<file path="src/rtl/fifo_pack_reader.sv">
// -----------------------------------------------------------------------------
// fifo_pack_reader
//
// Drain stage for the synchronous FIFO. Pops DATA_WIDTH words through the
// FIFO's fall-through read port and packs RATIO consecutive words into one
// wide beat on a valid/ready stream. Lane 0 holds the oldest word. A partial
// beat leaves on a flush pulse or, when FIFO_PACK_READER_TIMEOUT_EN is
// defined, after TIMEOUT consecutive idle cycles. Without that macro a partial
// beat waits for a flush indefinitely.
//
// Ports:
//   clk             clock
//   rst_n           asynchronous active-low reset
//   fifo_read       pop strobe to the FIFO (combinational)
//   fifo_read_data  FIFO head word, valid while fifo_empty=0
//   fifo_empty      FIFO empty flag
//   flush           single-cycle request to emit the current partial beat
//   out_valid       beat valid (registered)
//   out_ready       downstream accept
//   out_data        packed beat, lane i = [i*DATA_WIDTH +: DATA_WIDTH]
//   out_keep        lane-populated mask
// -----------------------------------------------------------------------------
module fifo_pack_reader #(
  parameter int DATA_WIDTH = 8,
  parameter int RATIO      = 4,
  parameter int TIMEOUT    = 16
) (
  input  logic                        clk,
  input  logic                        rst_n,
  output logic                        fifo_read,
  input  logic [DATA_WIDTH-1:0]       fifo_read_data,
  input  logic                        fifo_empty,
  input  logic                        flush,
  output logic                        out_valid,
  input  logic                        out_ready,
  output logic [DATA_WIDTH*RATIO-1:0] out_data,
  output logic [RATIO-1:0]            out_keep
);

  localparam int CW = $clog2(RATIO + 1);
  localparam int LW = $clog2(RATIO);

  localparam logic [0:0] ST_COLLECT = 1'b0;
  localparam logic [0:0] ST_OUTPUT  = 1'b1;

  generate
    if (RATIO < 2 || (RATIO & (RATIO - 1)) != 0) begin : g_bad_ratio
      $error("fifo_pack_reader: RATIO must be a power of 2 and >= 2");
    end
    if (TIMEOUT < 1) begin : g_bad_timeout
      $error("fifo_pack_reader: TIMEOUT must be >= 1");
    end
  endgenerate

  logic [0:0]                  r_state;
  logic [CW-1:0]               r_cnt;
  logic [DATA_WIDTH*RATIO-1:0] r_data;
  logic [RATIO-1:0]            r_keep;

  logic          w_pop;
  logic [CW-1:0] w_ncnt;
  logic [LW-1:0] w_lane;
  logic          w_timeout;
  logic          w_to_output;

  // While a beat is held, a pop is only allowed on the handshake cycle, so
  // the popped word can seed lane 0 of the next beat without a stall.
  assign w_pop  = ~fifo_empty & ((r_state == ST_COLLECT) | out_ready);
  assign w_ncnt = r_cnt + CW'(w_pop);
  // In COLLECT r_cnt < RATIO, so dropping the top bit is exact.
  assign w_lane = r_cnt[LW-1:0];

  assign w_to_output = (w_ncnt == CW'(RATIO))
                     | (flush & (w_ncnt != '0))
                     | w_timeout;

`ifdef FIFO_PACK_READER_TIMEOUT_EN
  localparam int TW = $clog2(TIMEOUT + 1);
  logic [TW-1:0] r_idle_cnt;

  always_ff @(posedge clk or negedge rst_n) begin
    if (!rst_n) begin
      r_idle_cnt <= '0;
    end else if (w_pop || r_cnt == '0 || r_state == ST_OUTPUT) begin
      r_idle_cnt <= '0;
    end else begin
      r_idle_cnt <= r_idle_cnt + TW'(1);
    end
  end

  // Fires on the TIMEOUT-th consecutive idle cycle after the last pop.
  assign w_timeout = (r_state == ST_COLLECT) & (r_cnt != '0) & ~w_pop
                   & (r_idle_cnt == TW'(TIMEOUT - 1));
`else
  assign w_timeout = 1'b0;
`endif

  // NOTE: sequential state uses non-blocking assignments so every register
  // samples pre-edge values, independent of block evaluation order.
  always_ff @(posedge clk or negedge rst_n) begin
    if (!rst_n) begin
      // NOTE: the lane registers are reset too; unpopulated lanes must read
      // as zero and nothing from before reset may leak into a later beat.
      r_state <= ST_COLLECT;
      r_cnt   <= '0;
      r_data  <= '0;
      r_keep  <= '0;
    end else begin
      case (r_state)
        ST_COLLECT: begin
          if (w_pop) begin
            r_data[w_lane*DATA_WIDTH +: DATA_WIDTH] <= fifo_read_data;
            r_keep[w_lane]                          <= 1'b1;
          end
          r_cnt <= w_ncnt;
          if (w_to_output) begin
            r_state <= ST_OUTPUT;
          end
        end
        default: begin
          if (out_ready) begin
            r_state <= ST_COLLECT;
            if (w_pop) begin
              r_data <= (DATA_WIDTH*RATIO)'(fifo_read_data);
              r_keep <= RATIO'(1);
              r_cnt  <= CW'(1);
            end else begin
              r_data <= '0;
              r_keep <= '0;
              r_cnt  <= '0;
            end
          end
        end
      endcase
    end
  end

  assign fifo_read = w_pop;
  assign out_valid = r_state;
  assign out_data  = r_data;
  assign out_keep  = r_keep;

endmodule

</file>
<file path="config.mk">
export PLATFORM = sky130hd
export DESIGN_NAME = fifo_pack_reader
export DESIGN_NICKNAME = d
export VERILOG_FILES = /design/src/rtl/fifo_pack_reader.sv
export SDC_FILE = /design/constraint.sdc
export NUM_CORES = 1
export LEC_CHECK = 0
export CAP_MARGIN = 0
export CORE_ASPECT_RATIO = 2
export CORE_MARGIN = 10
export CORE_UTILIZATION = 25
export CTS_BUF_LIST = sky130_fd_sc_hd__clkbuf_8
export CTS_CLUSTER_DIAMETER = 80
export DETAILED_ROUTE_END_ITERATION = 10
export RECOVER_POWER = 100
export SETUP_SLACK_MARGIN = 0.05
export SYNTH_ARGS = -nofsm -noshare
export SYNTH_HDL_FRONTEND = slang
export SYNTH_SLANG_ARGS = --single-unit
</file>
<file path="constraint.sdc">
create_clock -name clk -period 2.7 [get_ports clk]
set_clock_uncertainty 0.1 [all_clocks]
set_input_delay 0.405 -clock clk [delete_from_list [all_inputs] [get_ports clk]]
set_output_delay 0.405 -clock clk [all_outputs]
set_load 0.01 [all_outputs]
</file>
==> summary.md, run 1 <==
| Metric | Value |
|---|---|
| Area growth syn-to-layout | 38.30% |
| 1st-iter DRT viols | 86 |
| Maximum vdd drop | 0.4222 mV |
| I/O pin count | 51 |
| Worst setup EP type | output pin |
| Cell internal pwr | 1.345 mW |
| Final net count | 222 |
| Final worst path period need | 2.392 ns |
| CTS tree | built |
| Die Wd | 79.40 µm |
| RSZ-0062 raised after global routing | false |
| Root buf cell | clkbuf_8 |
| Sequential power share | 38.2% |
| Seq/Total Area, Yosys | 56.74% |
| Largest net degree at the start of global routing | 41 |
| Slew at the pin closest to its max-slew limit | 0.9576 ns |
| Critical Path RT | 2.19 ns |
| Placer congestion estimate | 0.7383 |
| Slew Limit Fails | 0 |
| Syn nets | 167 |
| Worst path slowest cell | dlygate4sd3_1 |
| Antenna violations before repair | 0 |
| Core Footprint | 0.006887 mm² |
| CTS max path bufs | 2 |
| Synth warn | 0 |
| Relative slew slack | 36.16% |
| CP Launch Type | primary input |
| Net Sw Frac | 36.86% |
| Max Cap Violations | 0 |
| Clk Latency, worst-skew pair | 0.29 ns |
| Hpwl dp | 3.782 mm |
| Library cells used by synthesis | 32 |
| Setup violators final | 0 |
| Cts bufs inserted | 5 |
| Worst Hold Class | primary input to asynchronous set/reset pin |
| Flops & latches, synth | 40 |
| Die ar. | 0.01102 mm² |
| Crit-path max cell delay | 0.60 ns |
| Routed WL | 4.927 mm |
| Flop-to-flop setup slack | 0.55 ns |
| Placed Area | 0.002362 mm² |
| Final setup TNS | 0 ns |
| Cell Chain, Critical Path | dlygate4sd3_1 -> nor2b_1 -> nor2_1 -> clkdlybuf4s50_1 |
| Gate count after technology mapping | 146 |
| CP Class | primary input to output pin |
| CTS-repair resized insts | 0 |
| Vias in the first global route | 1417 |
| Status | complete, no violations |
| R2R Path Start | r_cnt[0]$_DFFE_PN0N_ |
| CTS clock-pin slew for the worst setup and hold paths | 0.08 ns |
| Maximum clock rate | 418.1 MHz |
| Cell leakage power | 1.157 nW |
| Net switching power | 0.7855 mW |
| Post-CTS setup buffers | 0 |
| Post-route cell area | 0.002440 mm² |
| Via density | 4.699 |
| Drt pass-1 iters | 4 |
| Post-Syn Area per Cell | 12.08 µm² |
| Arr. time, crit path | 1.89 ns |
| Clock Power Share | 23.2% |
| Post-CTS Hold Buffers | 0 |
| Combinational power share | 38.7% |
| Final Util | 35.43% |
| Total Routing Usage GR | 9.254% |
| Share of layout cells above drive strength 1 | 7.426% |
| Power per Cell Area | 873.4 mW/mm² |
| CP startpoint | out_ready |
| Pre-CTS WS | 0.4145 ns |
| Number of I/O port buffers | 50 |
| Height of the chip | 138.8 µm |
| WL/cell | 16.87 µm |
| Final Hold Fails | 0 |
| Worst Reg-to-Reg Cells | 5 |
| Synthesized area | 0.001764 mm² |
| # DRC | 0 |
| Inserted Diodes | 0 |
| Post-route setup slack | 0.3082 ns |
| Tcrit/Tclk final | 88.58% |
| Reg2Reg Capture Point | out_data[27]$_DFFE_PN0P_ |
| Global-route wire length before repair | 7.955 mm |
| Worst Setup EP | fifo_read |
| Crit path max fanout | 6 |
| Initial core utilization | 25.62% |
| Vias | 1372 |
| Routed Antenna Nets | 0 |
| Gr ovfl total | 0 |
| H-Tree Depth | 2 |
| Site row count | 43 |
| Clock sink total | 40 |
==> placed cells by master, fill, tap and decap left out, types with 2 or more instances in the layout <==
cell type        count
nor2_1               5
dlygate4sd3_1       38
clkbuf_8             5
inv_1                5
nor2_4               2
nand2_1             19
o2bb2ai_1            3
a21oi_1              6
a22o_1              24
nor3_1               2
dfrtp_1             40
o21ai_0             10
ha_1                 8
clkdlybuf4s50_1     11
nand4_1              2
==> stage by stage <==
stage | hold slack, ns | std cells | total power [mW]
final | 0.1227 | 292 | 2.131
after global routing | 0.2050 | 292 | 2.286
after CTS | 0.1672 | 292 | 2.249
after detailed placement | 0.3750 | 284 | 1.757
after global placement | 0.3669 | 284 | 1.737
after floorplan | 0.009409 | 146 | 1.345
==> logic make-up after synthesis <==
kind of cell | share of synthesized area (%)
compound gates | 24.26
xor+xnor | 0.4965
fa+ha+maj | 5.674
buf+inv | 2.482
flops | 56.74
simple gates | 10.35
==> Yosys cell counts (all sizes together) <==
cell type / number / area, µm²
a21oi: 8 / 77.58
a221o: 1 / 10.01
a221oi: 1 / 8.760
a22o: 24 / 210.2
a31oi: 1 / 6.260
a32o: 1 / 10.01
a41o: 1 / 10.01
and2: 1 / 6.260
buf: 3 / 21.27
clkbuf: 1 / 3.750
dfrtp: 40 / 1001
ha: 8 / 100.1
inv: 5 / 18.76
nand2: 19 / 71.32
nand3: 1 / 5.000
nand4: 2 / 12.51
nor2: 7 / 48.79
nor2b: 1 / 6.260
nor3: 3 / 26.28
o21ai: 11 / 55.05
o21bai: 1 / 7.510
o22ai: 1 / 6.260
o2bb2ai: 3 / 26.28
or3: 1 / 6.260
xnor2: 1 / 8.760
==> critical path: cells and delay by family <==
| kind | cells | cell delay [ns] |
|---|---|---|
| buffers and inverters | 2 | 1.09 |
| AND/OR/NAND/NOR | 2 | 0.39 |
==> routing by layer <==
layer	up-vias	global-route usage (%)	share of wire [%]	routed length, µm
met5	-	0	0	0
met4	0	3.989	1.9	92
met3	5	2.468	4.6	228
met2	37	16.59	55	2721
met1	679	9.594	38	1883
li1	651	-	-	-
==> worst min-delay path by stage <==
stage / endpoint / start / cells after the start
2_1_floorplan: out_data[0]$_DFFE_PN0P_ / rst_n / 0
3_3_place_gp: out_data[4]$_DFFE_PN0P_ / out_data[4]$_DFFE_PN0P_ / 2
3_5_place_dp: out_data[6]$_DFFE_PN0P_ / out_data[6]$_DFFE_PN0P_ / 2
4_1_cts: out_data[15]$_DFFE_PN0P_ / rst_n / 1
5_1_grt: out_data[14]$_DFFE_PN0P_ / rst_n / 1
6_report: out_data[15]$_DFFE_PN0P_ / rst_n / 1
==> registers in the layout, summed over array words and instances, names as in the netlist <==
register / flops
r_cnt: 3
out_keep: 4
out_valid: 1
out_data: 32
==> power by group through the flow <==
stage | Clock (mW) | Combinational (mW) | Sequential, mW
floorplan | 0 | 0.473 | 0.871
global placement | 0 | 0.908 | 0.829
detailed placement | 0 | 0.922 | 0.835
CTS | 0.501 | 0.926 | 0.823
global route | 0.538 | 0.911 | 0.837
finish | 0.494 | 0.824 | 0.813
==> layout make-up <==
type / count / area [µm²]
clock inverters: 3 / 42.54
inverters: 5 / 18.77
flip-flops and latches: 40 / 1001
multi-input cells: 97 / 689.4
fillers: 744 / 4447
well taps: 90 / 112.6
clock buffers: 5 / 68.82
repair buffers: 52 / 506.7
(Power assumes the default switching activity.)
==> run 2: changes to the inputs <==
Settings changed: CTS_CLUSTER_DIAMETER 80 to 40.
==> results of run 2 <==
The final DEF is identical to that of run 1; final timing and power are the same.
==> run 3: changes to the inputs <==
--- a/config.mk
+++ b/config.mk
@@ -18,2 +18,3 @@
 export SYNTH_HDL_FRONTEND = slang
 export SYNTH_SLANG_ARGS = --single-unit
+export TNS_END_PERCENT = 20
==> constraint.sdc (replaced) <==
create_clock -name clk -period 2.7 [get_ports clk]
set_clock_uncertainty 0.1 [all_clocks]
set_input_delay 0.27 -clock clk [delete_from_list [all_inputs] [get_ports clk]]
set_output_delay 0.27 -clock clk [all_outputs]
set_load 0.01 [all_outputs]
==> run 3 against run 2 <==
  * The run now ends with capacitance limit, slew limit left
  * Hold slack better by 0.26 ns
  * Sequential power up 4.6%
  * Total power down 2.0%
  * Flip-flop and latch count unchanged
  * Non-clock buffer count down 2
  * Sequential share of layout area up 0.25 points
  * First-iteration DRC count down 24%
  * Die area unchanged
  * Register-to-register slack worse by 0.19 ns
  * Critical endpoint is now out_data[29]$_DFFE_PN0P_
==> summary.md, run 3 (synthesis gave the netlist of run 1 again) <==
| Metric | Value |
|---|---|
| Number of I/O port buffers | 50 (unchanged) |
| Global-route wire length before repair | 8.004 mm (was 7.955 mm) |
| CTS clock-pin slew for the worst setup and hold paths | 0.07 ns (was 0.08 ns) |
| Final setup TNS | 0 ns (unchanged) |
| 1st-iter DRT viols | 65 (was 86) |
| Max FFs per register | 32 (unchanged) |
| Final Hold Fails | 0 (unchanged) |
| Arr. time, crit path | 2.46 ns (was 1.89 ns) |
| WL/cell | 16.94 µm (was 16.87 µm) |
| Placed Area | 0.002347 mm² (was 0.002362 mm²) |
| Clk Latency, worst-skew pair | 0.29 ns (about the same) |
| Critical Path RT | 2.82 ns (was 2.19 ns) |
| Final worst path period need | 2.343 ns (was 2.392 ns) |
| Failing checks | capacitance limit, slew limit |
| Worst setup EP type | flip-flop (was output pin) |
| Worst Hold Class | flip-flop to flip-flop (was primary input to asynchronous set/reset pin) |
| Cells after DPL | 282 (was 284) |
| Routed Antenna Nets | 0 (unchanged) |
| Routed WL | 4.914 mm (was 4.927 mm) |
| Setup violators final | 0 (unchanged) |
| Cell leakage power | 1.150 nW (was 1.157 nW) |
| Total Routing Usage GR | 9.239% (was 9.254%) |
| Post-CTS Hold Buffers | 0 (unchanged) |
| Slew at the pin closest to its max-slew limit | 2.129 ns (was 0.9576 ns) |
| Max Cap Violations | 1 (was 0) |
| Status | finished, violations left (was complete, no violations) |
| Most frequent cells in the layout | dfrtp_1, dlygate4sd3_1, a22o_1 (unchanged) |
| Vias in the first global route | 1410 (was 1417) |
| Clock sink total | 40 (unchanged) |
| I/O pin count | 51 (unchanged) |
| Cts bufs inserted | 5 (unchanged) |
| Final std cells w/o fill | 290 (was 292) |
| Post-route cell area | 0.002425 mm² (was 0.002440 mm²) |
| Hpwl dp | 3.766 mm (was 3.782 mm) |
| Maximum clock rate | 426.8 MHz (was 418.1 MHz) |
| Drt pass-1 iters | 4 (unchanged) |
| CTS tree | built (unchanged) |
| Die Wd | 79.40 µm (unchanged) |
| RSZ-0062 raised after global routing | false (unchanged) |
| Slew Limit Fails | 41 (was 0) |
| Inserted Diodes | 0 (unchanged) |
| Total Power | 2.089 mW (was 2.131 mW) |
| Commonest non-fill, non-tap cell in the layout | dfrtp_1 (unchanged) |
| Post-CTS setup buffers | 0 (unchanged) |
| CTS max path bufs | 2 (unchanged) |
| Vias | 1337 (was 1372) |
| CTS-repair resized insts | 0 (unchanged) |
| CP Class | flip-flop to flip-flop (was primary input to output pin) |
| Area growth syn-to-layout | 37.45% (was 38.30%) |
| Power per Cell Area | 861.5 mW/mm² (was 873.4 mW/mm²) |
| Share of layout cells above drive strength 1 | 7.000% (was 7.426%) |
| Fillers | 734 (was 744) |
| Site row count | 43 (unchanged) |
| Maximum vdd drop | 0.2502 mV (was 0.4222 mV) |
| Die ar. | 0.01102 mm² (unchanged) |
| Crit path max fanout | 15 (was 6) |
| Final net count | 220 (was 222) |
| Via density | 4.610 (was 4.699) |
| Antenna violations before repair | 0 (unchanged) |
| Core Footprint | 0.006887 mm² (unchanged) |
| Root buf cell | clkbuf_8 (unchanged) |
| Placer congestion estimate | 0.8379 (was 0.7383) |
| Tcrit/Tclk final | 86.78% (was 88.58%) |
| # DRC | 0 (unchanged) |
| Initial core utilization | 25.62% (unchanged) |
| CP Launch Type | flip-flop (was primary input) |
| H-Tree Depth | 2 (unchanged) |
| Relative slew slack | -41.95% (was 36.16%) |
| Height of the chip | 138.8 µm (unchanged) |
| Gr ovfl total | 0 (unchanged) |
| Largest net degree at the start of global routing | 41 (unchanged) |
-- run 3: cell count changes in the layout (fill, tap and decap cells not counted), sizes merged --
cell      previous run  this run
buf                  2         0
clkinvlp             1         0
inv                  5         6
-- run 3: final timing paths --
kind	from	end	slack, ns	cells past startpoint
min in group asynchronous	rst_n	out_data[14]$_DFFE_PN0P_	0.49	1
min	out_data[1]$_DFFE_PN0P_	out_data[1]$_DFFE_PN0P_	0.38	2
max reg2reg	out_valid$_DFF_PN0_	out_data[29]$_DFFE_PN0P_	0.36	4
max in group asynchronous	rst_n	out_keep[0]$_DFFE_PN0P_	0.79	1
max	out_valid$_DFF_PN0_	out_data[29]$_DFFE_PN0P_	0.36	4
min reg2reg	out_data[1]$_DFFE_PN0P_	out_data[1]$_DFFE_PN0P_	0.38	2
-- run 3: report_power, final --
part	internal (mW)	switching, mW	total [mW]
combinational	0.333	0.434	0.768
sequential	0.724	0.126	0.850
clock	0.270	0.201	0.471
total	1.33	0.761	2.09
-- run 3: metal layers --
| metal | track usage [%] | share of wire (%) | wire length [µm] | vias to the layer above |
|---|---|---|---|---|
| li1 | - | - | - | 644 |
| met1 | 10.09 | 39 | 1921 | 651 |
| met2 | 16.11 | 54 | 2632 | 35 |
| met4 | 4.179 | 2.4 | 119 | 0 |
| met3 | 2.143 | 4.9 | 241 | 7 |
| met5 | 0 | 0 | 0 | - |
-- run 3: cell type report --
type	count	area [µm²]	area share, %
sequential	40	1001	41.28
timing repair buffer	50	494.2	20.38
clock inverter	3	38.79	1.600
clock buffer	5	68.82	2.838
tap	90	112.6	4.644
inverter	5	18.77	0.7740
multi-input combinational	97	690.7	28.48
-- run 3: stage by stage --
stage	utilization [%]	hold slack [ns]	setup slack [ns]
after floorplan	-	-0.1256	0.7895
after global placement	34.08	0.3405	0.5466
after detailed placement	34.08	0.3519	0.5335
after CTS	35.65	0.03727	0.3983
after global routing	35.21	0.4164	0.1683
final	35.21	0.3787	0.3569
-- run 3: worst max-delay path, cell delays in order, from the launching register on --
cell	delay, ns
dfrtp_1	0.55
nor2_1	0.60
a21oi_2	0.28
nor3_2	0.53
a22o_1	0.22
